==> src/rtl/spi_reg_bank_pkg.sv <==
// Shared register-map constants for the SPI register bank.
// Firmware header generation and the bench both draw from this one source.
package spi_regs_pkg;

  localparam int unsigned ADDR_ID        = 'h00;
  localparam int unsigned ADDR_SCRATCH   = 'h01;
  localparam int unsigned ADDR_FLAGS     = 'h02;
  localparam int unsigned ADDR_IE        = 'h03;
  localparam int unsigned ADDR_PULSE     = 'h04;
  localparam int unsigned ADDR_CTRL_BASE = 'h10;

  localparam logic [31:0] ID_VALUE = 32'h1C0A_0001;

endpackage

==> src/rtl/spi_reg_bank_if.sv <==
// Synchronous address/data/strobe bus between the SPI slave front end
// (master side) and the register bank (slave side).
interface spi_reg_bank_if #(
  parameter int ASZ = 7,
  parameter int DSZ = 32
);
  logic [ASZ-1:0] addr;
  logic [DSZ-1:0] wdata;
  logic           wr_en;
  logic           rd_en;
  logic [DSZ-1:0] rdata;

  modport master (output addr, output wdata, output wr_en, output rd_en, input rdata);
  modport slave  (input addr, input wdata, input wr_en, input rd_en, output rdata);
endinterface

==> src/rtl/spi_reg_bank.sv <==
// Register bank behind the SPI slave front end: ID, scratch, sticky event
// flags with interrupt enable, one-shot command pulses and control registers.
module spi_reg_bank
  import spi_regs_pkg::*;
#(
  parameter int              ASZ      = 7,
  parameter int              DSZ      = 32,
  parameter int              CTRL_N   = 8,
  parameter logic [DSZ-1:0]  ID_VALUE = DSZ'(spi_regs_pkg::ID_VALUE)
) (
  input  logic                  clk,
  input  logic                  rst,
  spi_reg_bank_if.slave         bus,
  output logic [CTRL_N*DSZ-1:0] ctrl,
  input  logic [DSZ-1:0]        evt,
  output logic [DSZ-1:0]        pulse,
  output logic                  irq
);

  logic [DSZ-1:0] scratch_q;
  logic [DSZ-1:0] flags_q;
  logic [DSZ-1:0] ie_q;
  logic [DSZ-1:0] ctrl_q [CTRL_N];
  logic [DSZ-1:0] rd_mux;
  logic [DSZ-1:0] flags_clr;

  logic wr_scratch, wr_flags, wr_ie, wr_pulse;

  assign wr_scratch = bus.wr_en && (bus.addr == ASZ'(ADDR_SCRATCH));
  assign wr_flags   = bus.wr_en && (bus.addr == ASZ'(ADDR_FLAGS));
  assign wr_ie      = bus.wr_en && (bus.addr == ASZ'(ADDR_IE));
  assign wr_pulse   = bus.wr_en && (bus.addr == ASZ'(ADDR_PULSE));
  assign flags_clr  = wr_flags ? bus.wdata : '0;

  for (genvar g = 0; g < CTRL_N; g++) begin : g_ctrl_flat
    assign ctrl[g*DSZ +: DSZ] = ctrl_q[g];
  end

  always_comb begin
    rd_mux = '0;
    if (bus.addr == ASZ'(ADDR_ID))      rd_mux = ID_VALUE;
    if (bus.addr == ASZ'(ADDR_SCRATCH)) rd_mux = scratch_q;
    if (bus.addr == ASZ'(ADDR_FLAGS))   rd_mux = flags_q;
    if (bus.addr == ASZ'(ADDR_IE))      rd_mux = ie_q;
    for (int i = 0; i < CTRL_N; i++) begin
      if (bus.addr == ASZ'(ADDR_CTRL_BASE + i)) rd_mux = ctrl_q[i];
    end
  end

  // Read data holds between read strobes; a simultaneous write sees the old value.
  always_ff @(posedge clk or posedge rst) begin
    if (rst) begin
      bus.rdata <= '0;
    end else if (bus.rd_en) begin
      bus.rdata <= rd_mux;
    end
  end

  always_ff @(posedge clk or posedge rst) begin
    if (rst) begin
      scratch_q <= '0;
      ie_q      <= '0;
      for (int i = 0; i < CTRL_N; i++) ctrl_q[i] <= '0;
    end else begin
      if (wr_scratch) scratch_q <= bus.wdata;
      if (wr_ie)      ie_q      <= bus.wdata;
      for (int i = 0; i < CTRL_N; i++) begin
        if (bus.wr_en && (bus.addr == ASZ'(ADDR_CTRL_BASE + i))) ctrl_q[i] <= bus.wdata;
      end
    end
  end

  // Event set takes priority over W1C clear on the same bit.
  always_ff @(posedge clk or posedge rst) begin
    if (rst) begin
      flags_q <= '0;
      pulse   <= '0;
      irq     <= 1'b0;
    end else begin
      flags_q <= (flags_q & ~flags_clr) | evt;
      pulse   <= wr_pulse ? bus.wdata : '0;
      irq     <= |(flags_q & ie_q);
    end
  end

endmodule

==> src/flat_wrapper.sv <==
// flat-port wrapper written by rule: the top's interface ports become plain ports
module spi_reg_bank_flat import spi_regs_pkg::*;
#(
  parameter int              ASZ      = 7,
  parameter int              DSZ      = 32,
  parameter int              CTRL_N   = 8,
  parameter logic [DSZ-1:0]  ID_VALUE = DSZ'(spi_regs_pkg::ID_VALUE)
)
  (clk, rst, ctrl, evt, pulse, irq, bus_addr, bus_wdata, bus_wr_en, bus_rd_en, bus_rdata);
  spi_reg_bank_if #(.ASZ(ASZ), .DSZ(DSZ)) bus_i ();
  input  logic clk;
  input  logic rst;
  output logic [CTRL_N*DSZ-1:0] ctrl;
  input  logic [DSZ-1:0] evt;
  output logic [DSZ-1:0] pulse;
  output logic irq;
  input wire logic [$bits(bus_i.addr)-1:0] bus_addr;
  input wire logic [$bits(bus_i.wdata)-1:0] bus_wdata;
  input wire logic [$bits(bus_i.wr_en)-1:0] bus_wr_en;
  input wire logic [$bits(bus_i.rd_en)-1:0] bus_rd_en;
  output wire logic [$bits(bus_i.rdata)-1:0] bus_rdata;
  assign bus_i.addr = bus_addr;
  assign bus_i.wdata = bus_wdata;
  assign bus_i.wr_en = bus_wr_en;
  assign bus_i.rd_en = bus_rd_en;
  assign bus_rdata = bus_i.rdata;
  spi_reg_bank #(.ASZ(ASZ), .DSZ(DSZ), .CTRL_N(CTRL_N), .ID_VALUE(ID_VALUE)) u_core (.clk(clk), .rst(rst), .bus(bus_i), .ctrl(ctrl), .evt(evt), .pulse(pulse), .irq(irq));
endmodule
==> config.mk <==
export PLATFORM = sky130hd
export DESIGN_NAME = spi_reg_bank_flat
export DESIGN_NICKNAME = d
export VERILOG_FILES = /design/src/rtl/spi_reg_bank_pkg.sv /design/src/rtl/spi_reg_bank_if.sv /design/src/rtl/spi_reg_bank.sv /design/src/flat_wrapper.sv
export SDC_FILE = /design/constraint.sdc
export NUM_CORES = 1
export LEC_CHECK = 0
export BUFFER_PORTS_ARGS = -buffer_cell sky130_fd_sc_hd__buf_2
export CAP_MARGIN = 10
export CORE_ASPECT_RATIO = 0.8
export CORE_UTILIZATION = 38
export CTS_BUF_LIST = sky130_fd_sc_hd__clkbuf_8
export DETAILED_ROUTE_END_ITERATION = 10
export GPL_ROUTABILITY_DRIVEN = 1
export GPL_TIMING_DRIVEN = 0
export SLEW_MARGIN = 15
export SYNTH_ARGS = -nofsm -noshare
export SYNTH_HDL_FRONTEND = slang
export SYNTH_SLANG_ARGS = --single-unit
==> constraint.sdc <==
create_clock -name clk -period 14.5 [get_ports clk]
set_clock_uncertainty 0.05 [all_clocks]
set_input_delay 1.45 -clock clk [delete_from_list [all_inputs] [get_ports clk]]
set_output_delay 1.45 -clock clk [all_outputs]
set_load 0.005 [all_outputs]
==> load_flow_metrics.sql, run 1 <==
INSERT INTO impl_metrics (metric_group, metric, value, unit) VALUES
('layout', 'final_cell_count_no_fill', '2816', ''),
('timing', 'fin_hold_ws', '432', 'ps'),
('critical_path', 'cell_with_the_most_instances_on_the_worst_path', 'sky130_fd_sc_hd__clkbuf_1', ''),
('floorplanning', 'core_area', '49700', 'um^2'),
('clock_tree', 'ctsRootBufferMaster', 'sky130_fd_sc_hd__clkbuf_8', ''),
('power_and_ir_drop', 'comb_power_share', '0.120', ''),
('synthesis', 'synth_warnings', '0', ''),
('synthesis', 'synth.cell_area', '19100', 'um^2'),
('floorplanning', 'fp-row-count', '73', ''),
('detailed_routing', 'drc', '0', ''),
('layout', 'layout.nets', '2159', ''),
('power_and_ir_drop', 'finalPower', '2810', 'uW'),
('timing', 'finalSetupViolCount', '0', ''),
('critical_path', 'path_max_fanout', '10', ''),
('synthesis', 'combinational_family_with_the_most_area_after_synthesis', 'multiplexers', ''),
('min_path', 'hold_start', 'u_core.scratch_q[31]', ''),
('synthesis', 'ys_async_sr_fraction', '1.00', ''),
('timing', 'grt_setup_unrepaired', 'no', ''),
('power_and_ir_drop', 'p_switching', '789', 'uW'),
('floorplanning', 'fp.dieArea', '51200', 'um^2'),
('min_path', 'hold_class', 'flop to flop', ''),
('timing', 'totalNegativeSetupSlack', '0', 'ps'),
('clock_tree', 'clock_transition_at_the_registers_of_the_reported_paths', '60', 'ps'),
('synthesis', 'yosys_reg_bits', '417', ''),
('clock_tree', 'post_cts.repair.setup_buffers', '0', ''),
('synthesis', 'count_of_cell_types_in_the_netlist', '46', ''),
('layout', 'area_growth', '23.4', '%'),
('critical_path', 'worstSetupEndpointType', 'flop', ''),
('critical_path', 'critical_path_class', 'input pin to flop', ''),
('global_route', 'number_of_global_route_vias_before_repair', '16100', ''),
('critical_path', 'crit_slowest_cell', 'sky130_fd_sc_hd__nor2_1', ''),
('layout', 'layout.filler_cells', '4739', ''),
('clock_tree', 'cts.sinks', '417', ''),
('layout', 'final_layout_size_suffix_gt1_frac', '0.397', ''),
('placed_design', 'routabilityCongestion', '0.929', ''),
('critical_path', 'worst_r2r_endpoint', 'u_core.irq', ''),
('global_route', 'global_route.usage.total', '0.312', ''),
('synthesis', 'synth_area_leaders', 'sky130_fd_sc_hd__dfrtp_1, sky130_fd_sc_hd__mux2_2, sky130_fd_sc_hd__mux2_1, sky130_fd_sc_hd__a21oi_1, sky130_fd_sc_hd__clkbuf_1', ''),
('synthesis', 'synth-seq-area-share', '0.546', ''),
('timing', 'finalMaxSlewViolations', '0', ''),
('clock_tree', 'tritoncts', 'yes', ''),
('run_status', 'status', 'completed', ''),
('timing', 'period_share', '0.287', ''),
('synthesis', 'synth_simple_gate_area_frac', '0.0884', ''),
('detailed_routing', 'drtPass1Iterations', '7', ''),
('floorplanning', 'initial_utilization', '0.384', ''),
('flow_run', 'cap_violations', '0', ''),
('global_route', 'grt_antenna_before_repair', '5', ''),
('timing', 'max_freq', '240', 'MHz'),
('critical_path', 'rrSetupSlack', '12540', 'ps'),
('power_and_ir_drop', 'seq_power_share', '0.467', ''),
('clock_tree', 'ctsResizeCount', '0', ''),
('synthesis', 'share_of_synthesized_area_spent_on_multiplexers', '0.210', ''),
('critical_path', 'cp_slowest_stage_delay', '660', 'ps'),
('synthesis', 'syn_inst', '1612', ''),
('min_path', 'holdPathEnd', 'u_core.scratch_q[31]', ''),
('floorplanning', 'pin_count', '396', ''),
('critical_path', 'worst_path_dominant_cell_family', 'buffers and inverters', ''),
('critical_path', 'timing.reg2reg.worst_path_depth', '4', ''),
('min_path', 'worst_hold_path.num_cells', '1', ''),
('clock_tree', 'cts_made_buffers', '73', ''),
('floorplanning', 'dieHeight', '203', 'um'),
('layout', 'regArea', '10400', 'um^2'),
('critical_path', 'cp.buffers_inverters', '4', ''),
('synthesis', 'yosysTopAreaCellShare', '0.546', ''),
('synthesis', 'synth_xor_xnor_area_share', '0', ''),
('global_route', 'grt_overflow_total', '0', ''),
('critical_path', 'crit_path_cell_trace', 'buf_2 -> clkbuf_1 -> nor2b_1 -> clkbuf_1 -> nand2b_1 -> nor2_1 -> clkbuf_1 -> and2_1', ''),
('critical_path', 'worstPathArrival', '4690', 'ps'),
('clock_tree', 'cts.hold.buffers_added', '0', ''),
('critical_path', 'critical_path.reg2reg.startpoint', 'u_core.flags_q[13]', '');
-- through the flow --
stage / setup WS (ps) / utilization / area, um^2
floorplan: 1390 / - / 19100
global placement: -3520 / 0.441 / 21900
detailed placement: 9590 / 0.443 / 22000
CTS: 10260 / 0.474 / 23600
global route: 10260 / 0.474 / 23600
finish: 10340 / 0.474 / 23600
-- synth_stat cells, types with 31 or more instances --
master / count
sky130_fd_sc_hd__dfrtp_1: 417
sky130_fd_sc_hd__mux2_2: 302
sky130_fd_sc_hd__clkbuf_1: 107
sky130_fd_sc_hd__a21oi_1: 87
sky130_fd_sc_hd__nand2_1: 79
sky130_fd_sc_hd__nor2_1: 72
sky130_fd_sc_hd__o21ai_0: 55
sky130_fd_sc_hd__nor2b_1: 51
sky130_fd_sc_hd__mux2_1: 45
sky130_fd_sc_hd__nor3_1: 44
sky130_fd_sc_hd__a22oi_1: 41
sky130_fd_sc_hd__a21o_1: 32
sky130_fd_sc_hd__and2_1: 32
sky130_fd_sc_hd__o22ai_1: 31
-- layer usage --
layer	part of all wire	GRT usage	vias up
met5	0.00028	0	-
met4	0.030	0.104	4
met3	0.10	0.0929	162
met2	0.44	0.463	901
met1	0.43	0.435	8338
li1	-	-	6831
-- placed cells by master (no fill, tap or decap), types with 7 or more instances in the layout --
master and instances:
sky130_fd_sc_hd__a21o_1 32, sky130_fd_sc_hd__a21oi_1 87, sky130_fd_sc_hd__a221oi_1 26, sky130_fd_sc_hd__a22oi_1 41, sky130_fd_sc_hd__a2bb2oi_1 7, sky130_fd_sc_hd__and2_1 32
sky130_fd_sc_hd__buf_1 15, sky130_fd_sc_hd__buf_2 422, sky130_fd_sc_hd__clkbuf_1 107, sky130_fd_sc_hd__clkbuf_8 98, sky130_fd_sc_hd__clkinv_2 10, sky130_fd_sc_hd__dfrtp_1 417
sky130_fd_sc_hd__inv_1 25, sky130_fd_sc_hd__mux2_1 45, sky130_fd_sc_hd__mux2_2 302, sky130_fd_sc_hd__nand2_1 79, sky130_fd_sc_hd__nand2b_1 19, sky130_fd_sc_hd__nand3_1 12
sky130_fd_sc_hd__nor2_1 72, sky130_fd_sc_hd__nor2b_1 51, sky130_fd_sc_hd__nor3_1 44, sky130_fd_sc_hd__o211ai_1 26, sky130_fd_sc_hd__o21ai_0 55, sky130_fd_sc_hd__o221ai_1 22
sky130_fd_sc_hd__o22ai_1 31
-- how the worst max path moves through the flow --
stage / startpoint / end / slack (ps) / cells past startpoint
after floorplan: rst / u_core.bus.rdata[0] / 1390 / 1
after global placement: rst / u_core.ctrl[238] / -3520 / 2
after detailed placement: bus_addr[2] / u_core.pulse[16] / 9590 / 8
after CTS: bus_addr[2] / u_core.pulse[16] / 10260 / 8
after global routing: bus_addr[2] / u_core.pulse[16] / 10260 / 8
final: bus_addr[2] / u_core.pulse[16] / 10340 / 8
-- kinds of logic after synthesis --
logic type / count (synthesis)
compound gates: 351
simple gates: 333
buf+inv: 158
mux: 353
flops: 417
-- registers in the layout (all words and copies together) (netlist names) --
signal and flops:
u_core.pulse 32, u_core.irq 1, u_core.flags_q 32, u_core.scratch_q 32, u_core.bus.rdata 32, u_core.ie_q 32, u_core.ctrl 256
-- power groups by stage --
stage               combinational, uW  sequential (uW)  clock [uW]
floorplan                         168             1320           0
global placement                  326             1330           0
detailed placement                335             1330           0
CTS                               336             1310        1170
global route                      362             1320        1220
finish                            338             1320        1160
-- layout make-up --
cell class | count | area share
flip-flops and latches | 417 | 0.443
multi-input cells | 1037 | 0.341
repair buffers | 397 | 0.0881
clock buffers | 98 | 0.0572
well taps | 675 | 0.0358
plain buffers | 151 | 0.0256
clock inverters | 32 | 0.00802
inverters | 7 | 0.00143
diodes | 2 | 0.000212
No activity file was read; power rests on OpenSTA's default activity.
==> run 2: changes to the inputs <==
==> constraint.sdc (replaced) <==
create_clock -name clk -period 3.82 [get_ports clk]
set_clock_uncertainty 0.05 [all_clocks]
set_input_delay 0.382 -clock clk [delete_from_list [all_inputs] [get_ports clk]]
set_output_delay 0.382 -clock clk [all_outputs]
set_load 0.005 [all_outputs]
==> load_flow_metrics.sql, run 2 (synthesis results as in run 1) <==
INSERT INTO impl_metrics (metric_group, metric, value, unit) VALUES
('placed_design', 'routabilityCongestion', '0.929', ''),
('timing', 'worstMarginPinSlew', '1160', 'ps'),
('placed_design', 'place_ws', '87.2', 'ps'),
('floorplanning', 'die-width', '253', 'um'),
('timing', 'finalMaxSlewViolations', '0', ''),
('timing', 'max_freq', '280', 'MHz'),
('critical_path', 'path_max_fanout', '10', ''),
('layout', 'layout.nets', '2265', ''),
('detailed_routing', 'drtPass1Iterations', '5', ''),
('detailed_routing', 'detail_route.wl_per_cell', '27.8', 'um'),
('clock_tree', 'ctsRootBufferMaster', 'sky130_fd_sc_hd__clkbuf_8', ''),
('power_and_ir_drop', 'power_density', '424', 'nW/um^2'),
('global_route', 'largest_net_degree_at_the_start_of_global_routing', '35', ''),
('run_status', 'status', 'completed', ''),
('critical_path', 'worstPathRequired', '4290', 'ps'),
('clock_tree', 'cts.sinks', '417', ''),
('floorplanning', 'dieHeight', '203', 'um'),
('detailed_routing', 'antenna_violating_nets_remaining', '0', ''),
('floorplanning', 'initial_utilization', '0.384', ''),
('critical_path', 'rrSetupSlack', '1960', 'ps'),
('detailed_routing', 'drc', '0', ''),
('global_route', 'global_route.usage.total', '0.316', ''),
('critical_path', 'critical_path_class', 'input pin to flop', ''),
('global_route', 'grt_overflow_total', '0', ''),
('clock_tree', 'clock_tree.htree_level_count', '3', ''),
('critical_path', 'crit_slowest_cell', 'sky130_fd_sc_hd__clkbuf_1', ''),
('layout', 'number_of_flip_flops_in_the_largest_register', '256', ''),
('power_and_ir_drop', 'total_leakage_power', '0.0120', 'uW'),
('clock_tree', 'clock_transition_at_the_registers_of_the_reported_paths', '60', 'ps'),
('detailed_routing', 'detail_route.vias_per_cell', '5.72', ''),
('timing', 'period_share', '0.934', ''),
('floorplanning', 'fp-row-count', '73', ''),
('clock_tree', 'cts-root-to-sink-buffers', '3', ''),
('placed_design', 'buffer_ports.inserted', '393', ''),
('critical_path', 'crit_path_cell_trace', 'buf_2 -> clkbuf_1 -> inv_1 -> buf_2 -> nand2_1 -> nor2_1 -> clkbuf_1 -> nand2_1 -> a21o_1 -> dlygate4sd3_1', ''),
('placed_design', 'half_perimeter_wire_length_after_detailed_placement', '59700', 'um'),
('critical_path', 'crit_path_start_kind', 'input pin', ''),
('flow_run', 'cap_violations', '0', ''),
('global_route', 'number_of_global_route_vias_before_repair', '16700', ''),
('power_and_ir_drop', 'vdd_drop_max', '219', 'uV'),
('clock_tree', 'insertion_delay', '670', 'ps'),
('detailed_routing', 'route.vias.total', '16700', ''),
('timing', 'min_period', '3570', 'ps'),
('detailed_routing', 'routed_wirelength', '81200', 'um'),
('detailed_routing', 'detailedRoute.firstIterationViolations', '1406', ''),
('timing', 'hold_violation_total_from_the_final_report', '0', ''),
('floorplanning', 'fp.dieArea', '51200', 'um^2'),
('global_route', 'grt_first_pass_wirelength', '116000', 'um'),
('clock_tree', 'tritoncts', 'yes', ''),
('clock_tree', 'ctsResizeCount', '0', ''),
('floorplanning', 'pin_count', '396', ''),
('timing', 'grt_setup_unrepaired', 'no', ''),
('critical_path', 'worstPathArrival', '4030', 'ps'),
('global_route', 'grt_antenna_before_repair', '5', ''),
('timing', 'timing.max_slew.rel_slack', '0.226', ''),
('layout', 'area_growth', '28.7', '%'),
('timing', 'finalSetupViolCount', '0', ''),
('critical_path', 'cp_slowest_stage_delay', '910', 'ps'),
('layout', 'final_layout_size_suffix_gt1_frac', '0.379', ''),
('timing', 'totalNegativeSetupSlack', '0', 'ps'),
('min_path', 'hold_class', 'input pin to async pin', ''),
('timing', 'layout_setup_ws', '252', 'ps'),
('clock_tree', 'cts_made_buffers', '72', ''),
('layout', 'layout_common_cells', 'sky130_fd_sc_hd__buf_2, sky130_fd_sc_hd__dfrtp_1, sky130_fd_sc_hd__mux2_2', ''),
('floorplanning', 'core_area', '49700', 'um^2'),
('layout', 'layout.filler_cells', '4656', ''),
('critical_path', 'worstSetupEndpointType', 'flop', ''),
('layout', 'layout_commonest_cell', 'sky130_fd_sc_hd__buf_2', '');
==> run 2: power breakdown <==
part | internal, uW | switching (uW) | total, uW
Clock | 2130 | 1940 | 4060
Sequential | 4710 | 276 | 4990
Combinational | 621 | 739 | 1360
==> run 2: metrics by stage <==
step / area (um^2) / cells / total power (uW) / utilization / hold slack [ps]
final: 24600 / 2915 / 10400 / 0.495 / 222
after global routing: 24600 / 2914 / 10800 / 0.495 / 223
after CTS: 24600 / 2913 / 10400 / 0.494 / 199
after detailed placement: 22200 / 2695 / 6350 / 0.447 / 377
after global placement: 21900 / 2680 / 6280 / 0.441 / 421
after floorplan: 19100 / 1612 / 5630 / - / 404
==> run 2: what timing repair did <==
item | 4_1_cts | 5_1_grt
hold endpoints to repair | 117 | 0
buffers inserted | 0 | 0
hold buffers | 96 | 0
==> run 2: critical path, delay by kind of cell <==
kind | cells | cell delay (ps)
AO/OA/AOI/OAI | 1 | 220
buffers and inverters | 6 | 2350
AND/OR/NAND/NOR | 3 | 1070
==> run 2: final cells by class <==
| type | count | area, um^2 | area share |
|---|---|---|---|
| Sequential cell | 417 | 10400 | 0.425 |
| Clock buffer | 91 | 1250 | 0.0510 |
| Tap cell | 675 | 845 | 0.0344 |
| Inverter | 7 | 30.0 | 0.00122 |
| Multi-Input combinational cell | 1037 | 8030 | 0.327 |
| Clock inverter | 31 | 135 | 0.00550 |
| Antenna cell | 2 | 5.00 | 0.000204 |
| Timing Repair Buffer | 504 | 3240 | 0.132 |
| Buffer | 151 | 603 | 0.0245 |
==> run 2: worst paths after layout <==
kind | startpoint | end | cells past startpoint
max reg2reg | u_core.flags_q[1] | u_core.irq | 4
min in group clk | bus_wr_en | u_core.ctrl[29] | 3
min reg2reg | u_core.scratch_q[31] | u_core.scratch_q[31] | 1
max | bus_addr[2] | u_core.flags_q[16] | 10
min | rst | u_core.ctrl[126] | 3
max in group asynchronous | rst | u_core.ctrl[242] | 8
==> run 2: routing by layer <==
metal  GRT usage  wire [um]  share of wire
met4       0.110       2500          0.031
met3      0.0912       7560          0.093
met5           0          9        0.00011
met2       0.487      37000           0.46
met1       0.423      34100           0.42
==> run 3: changes to the inputs <==
--- a/config.mk
+++ b/config.mk
@@ -8,7 +8,7 @@
 export BUFFER_PORTS_ARGS = -buffer_cell sky130_fd_sc_hd__buf_2
 export CAP_MARGIN = 10
 export CORE_ASPECT_RATIO = 0.8
-export CORE_UTILIZATION = 38
+export CORE_UTILIZATION = 24
 export CTS_BUF_LIST = sky130_fd_sc_hd__clkbuf_8
 export DETAILED_ROUTE_END_ITERATION = 10
 export GPL_ROUTABILITY_DRIVEN = 1
==> load_flow_metrics.sql, run 3 (synthesis results as in run 1) <==
INSERT INTO impl_metrics (metric_group, metric, value, unit) VALUES
('clock_tree', 'cts.sinks', '417', ''),
('timing', 'finalMaxSlewViolations', '0', ''),
('clock_tree', 'cts_made_buffers', '79', ''),
('floorplanning', 'core_area', '78700', 'um^2'),
('run_status', 'status', 'completed', ''),
('critical_path', 'cp_slowest_stage_delay', '960', 'ps'),
('critical_path', 'path_max_fanout', '10', ''),
('detailed_routing', 'antenna_violating_nets_remaining', '0', ''),
('critical_path', 'crit_path_start_kind', 'input pin', ''),
('layout', 'layout.nets', '2272', ''),
('global_route', 'grt_antenna_before_repair', '12', ''),
('layout', 'final_layout_size_suffix_gt1_frac', '0.386', ''),
('global_route', 'number_of_global_route_vias_before_repair', '16300', ''),
('global_route', 'grt_first_pass_wirelength', '128000', 'um'),
('floorplanning', 'pin_count', '396', ''),
('layout', 'layout_common_cells', 'sky130_fd_sc_hd__buf_2, sky130_fd_sc_hd__dfrtp_1, sky130_fd_sc_hd__mux2_2', ''),
('critical_path', 'crit_slowest_cell', 'sky130_fd_sc_hd__clkbuf_1', ''),
('layout', 'layout.filler_cells', '8183', ''),
('layout', 'number_of_flip_flops_in_the_largest_register', '256', ''),
('detailed_routing', 'detail_route.vias_per_cell', '5.09', ''),
('timing', 'min_period', '3680', 'ps'),
('flow_run', 'cap_violations', '0', ''),
('power_and_ir_drop', 'vdd_drop_max', '241', 'uV'),
('placed_design', 'half_perimeter_wire_length_after_detailed_placement', '69400', 'um'),
('critical_path', 'critical_path_class', 'input pin to flop', ''),
('detailed_routing', 'detailedRoute.firstIterationViolations', '1570', ''),
('global_route', 'largest_net_degree_at_the_start_of_global_routing', '34', ''),
('critical_path', 'worstSetupEndpointType', 'flop', ''),
('timing', 'period_share', '0.963', ''),
('clock_tree', 'clock_transition_at_the_registers_of_the_reported_paths', '60', 'ps'),
('detailed_routing', 'routed_wirelength', '93200', 'um'),
('clock_tree', 'ctsResizeCount', '0', ''),
('global_route', 'global_route.usage.total', '0.227', ''),
('timing', 'hold_violation_total_from_the_final_report', '0', ''),
('timing', 'finalSetupViolCount', '0', ''),
('detailed_routing', 'route.vias.total', '16700', ''),
('timing', 'max_freq', '272', 'MHz'),
('timing', 'timing.max_slew.rel_slack', '0.181', ''),
('floorplanning', 'dieHeight', '254', 'um'),
('detailed_routing', 'drc', '0', ''),
('clock_tree', 'cts.hold.buffers_added', '96', ''),
('critical_path', 'worstPathArrival', '4170', 'ps'),
('clock_tree', 'clock_tree.htree_level_count', '3', ''),
('layout', 'fin_util', '0.321', ''),
('timing', 'worstMarginPinSlew', '1230', 'ps'),
('clock_tree', 'insertion_delay', '710', 'ps'),
('power_and_ir_drop', 'power_density', '440', 'nW/um^2'),
('clock_tree', 'post_cts.repair.setup_buffers', '0', ''),
('power_and_ir_drop', 'total_leakage_power', '0.0121', 'uW'),
('global_route', 'grt_overflow_total', '0', ''),
('timing', 'fin_hold_ws', '220', 'ps'),
('clock_tree', 'cts-root-to-sink-buffers', '3', ''),
('floorplanning', 'initial_utilization', '0.243', ''),
('placed_design', 'routabilityCongestion', '0.920', ''),
('clock_tree', 'tritoncts', 'yes', ''),
('layout', 'area_growth', '32.5', '%'),
('detailed_routing', 'drtPass1Iterations', '6', ''),
('critical_path', 'crit_path_cell_trace', 'buf_2 -> clkbuf_1 -> inv_1 -> buf_2 -> nand2_1 -> nor2_1 -> clkbuf_1 -> nand2_1 -> a21o_1 -> dlygate4sd3_1', ''),
('clock_tree', 'ctsRootBufferMaster', 'sky130_fd_sc_hd__clkbuf_8', ''),
('critical_path', 'worstPathRequired', '4310', 'ps'),
('layout', 'layout_commonest_cell', 'sky130_fd_sc_hd__buf_2', ''),
('detailed_routing', 'detail_route.wl_per_cell', '28.3', 'um'),
('min_path', 'hold_class', 'input pin to flop', ''),
('placed_design', 'buffer_ports.inserted', '393', ''),
('floorplanning', 'die-width', '317', 'um'),
('timing', 'grt_setup_unrepaired', 'no', ''),
('floorplanning', 'fp.dieArea', '80700', 'um^2'),
('floorplanning', 'fp-row-count', '92', '');
## run 3: cell count changes in the layout (fill, tap and decap cells not counted), sizes merged
| cell | change |
|---|---|
| clkbuf | +7 |
| clkinv | +4 |
| bufinv | +4 |
| diode | +3 |
| inv | -3 |
| clkinvlp | +1 |
## run 3: worst max-delay path, delay by kind of cell
kind | cells | cell delay, ps
AO/OA/AOI/OAI | 1 | 210
buffers and inverters | 6 | 2410
AND/OR/NAND/NOR | 3 | 1130
## run 3: where the power goes
part / internal, uW / total, uW / switching [uW]
combinational: 624 / 1440 / 817
sequential: 4710 / 4980 / 268
clock: 2590 / 4720 / 2130
total: 7920 / 11100 / 3220
## run 3: final cells by class
cell class	instances	area [um^2]	share of cell area
Antenna cell	5	12.5	0.000495
Clock inverter	37	292	0.0115
Multi-Input combinational cell	1037	8030	0.318
Buffer	151	603	0.0238
Clock buffer	98	1350	0.0533
Tap cell	1034	1290	0.0511
Sequential cell	417	10400	0.412
Timing Repair Buffer	504	3250	0.128
Inverter	7	30.0	0.00119
## run 3: path summary, 6_finish.rpt
path / cells after the start / from / end / slack, ps
worst min-delay path: 3 / bus_wr_en / u_core.ctrl[29] / 220
max in group asynchronous: 8 / rst / u_core.ctrl[236] / 1890
min in group asynchronous: 3 / rst / u_core.ctrl[222] / 260
worst max register to register: 4 / u_core.flags_q[13] / u_core.irq / 1860
worst min register to register: 2 / u_core.ctrl[237] / u_core.bus.rdata[13] / 450
worst max-delay path: 10 / bus_addr[2] / u_core.flags_q[20] / 140
## run 3: layer usage
metal	wire length, um	track usage	part of all wire	vias up
li1	-	-	-	7076
met1	37800	0.286	0.41	8595
met2	41300	0.344	0.44	890
met3	10600	0.0940	0.11	175
met4	3480	0.0846	0.037	6
met5	27	0	0.00029	-
## run 3: stage by stage
step,power (uW),cells,setup slack [ps],TNS (ps),area (um^2)
2_1_floorplan,5630,1612,-2240,-932220,19100
3_3_place_gp,6380,3039,-5260,-2168220,22400
3_5_place_dp,6430,3054,-396,-2820,22700
4_1_cts,11200,3285,265,0,25300
5_1_grt,11600,3290,122,0,25300
6_report,11100,3290,139,0,25300
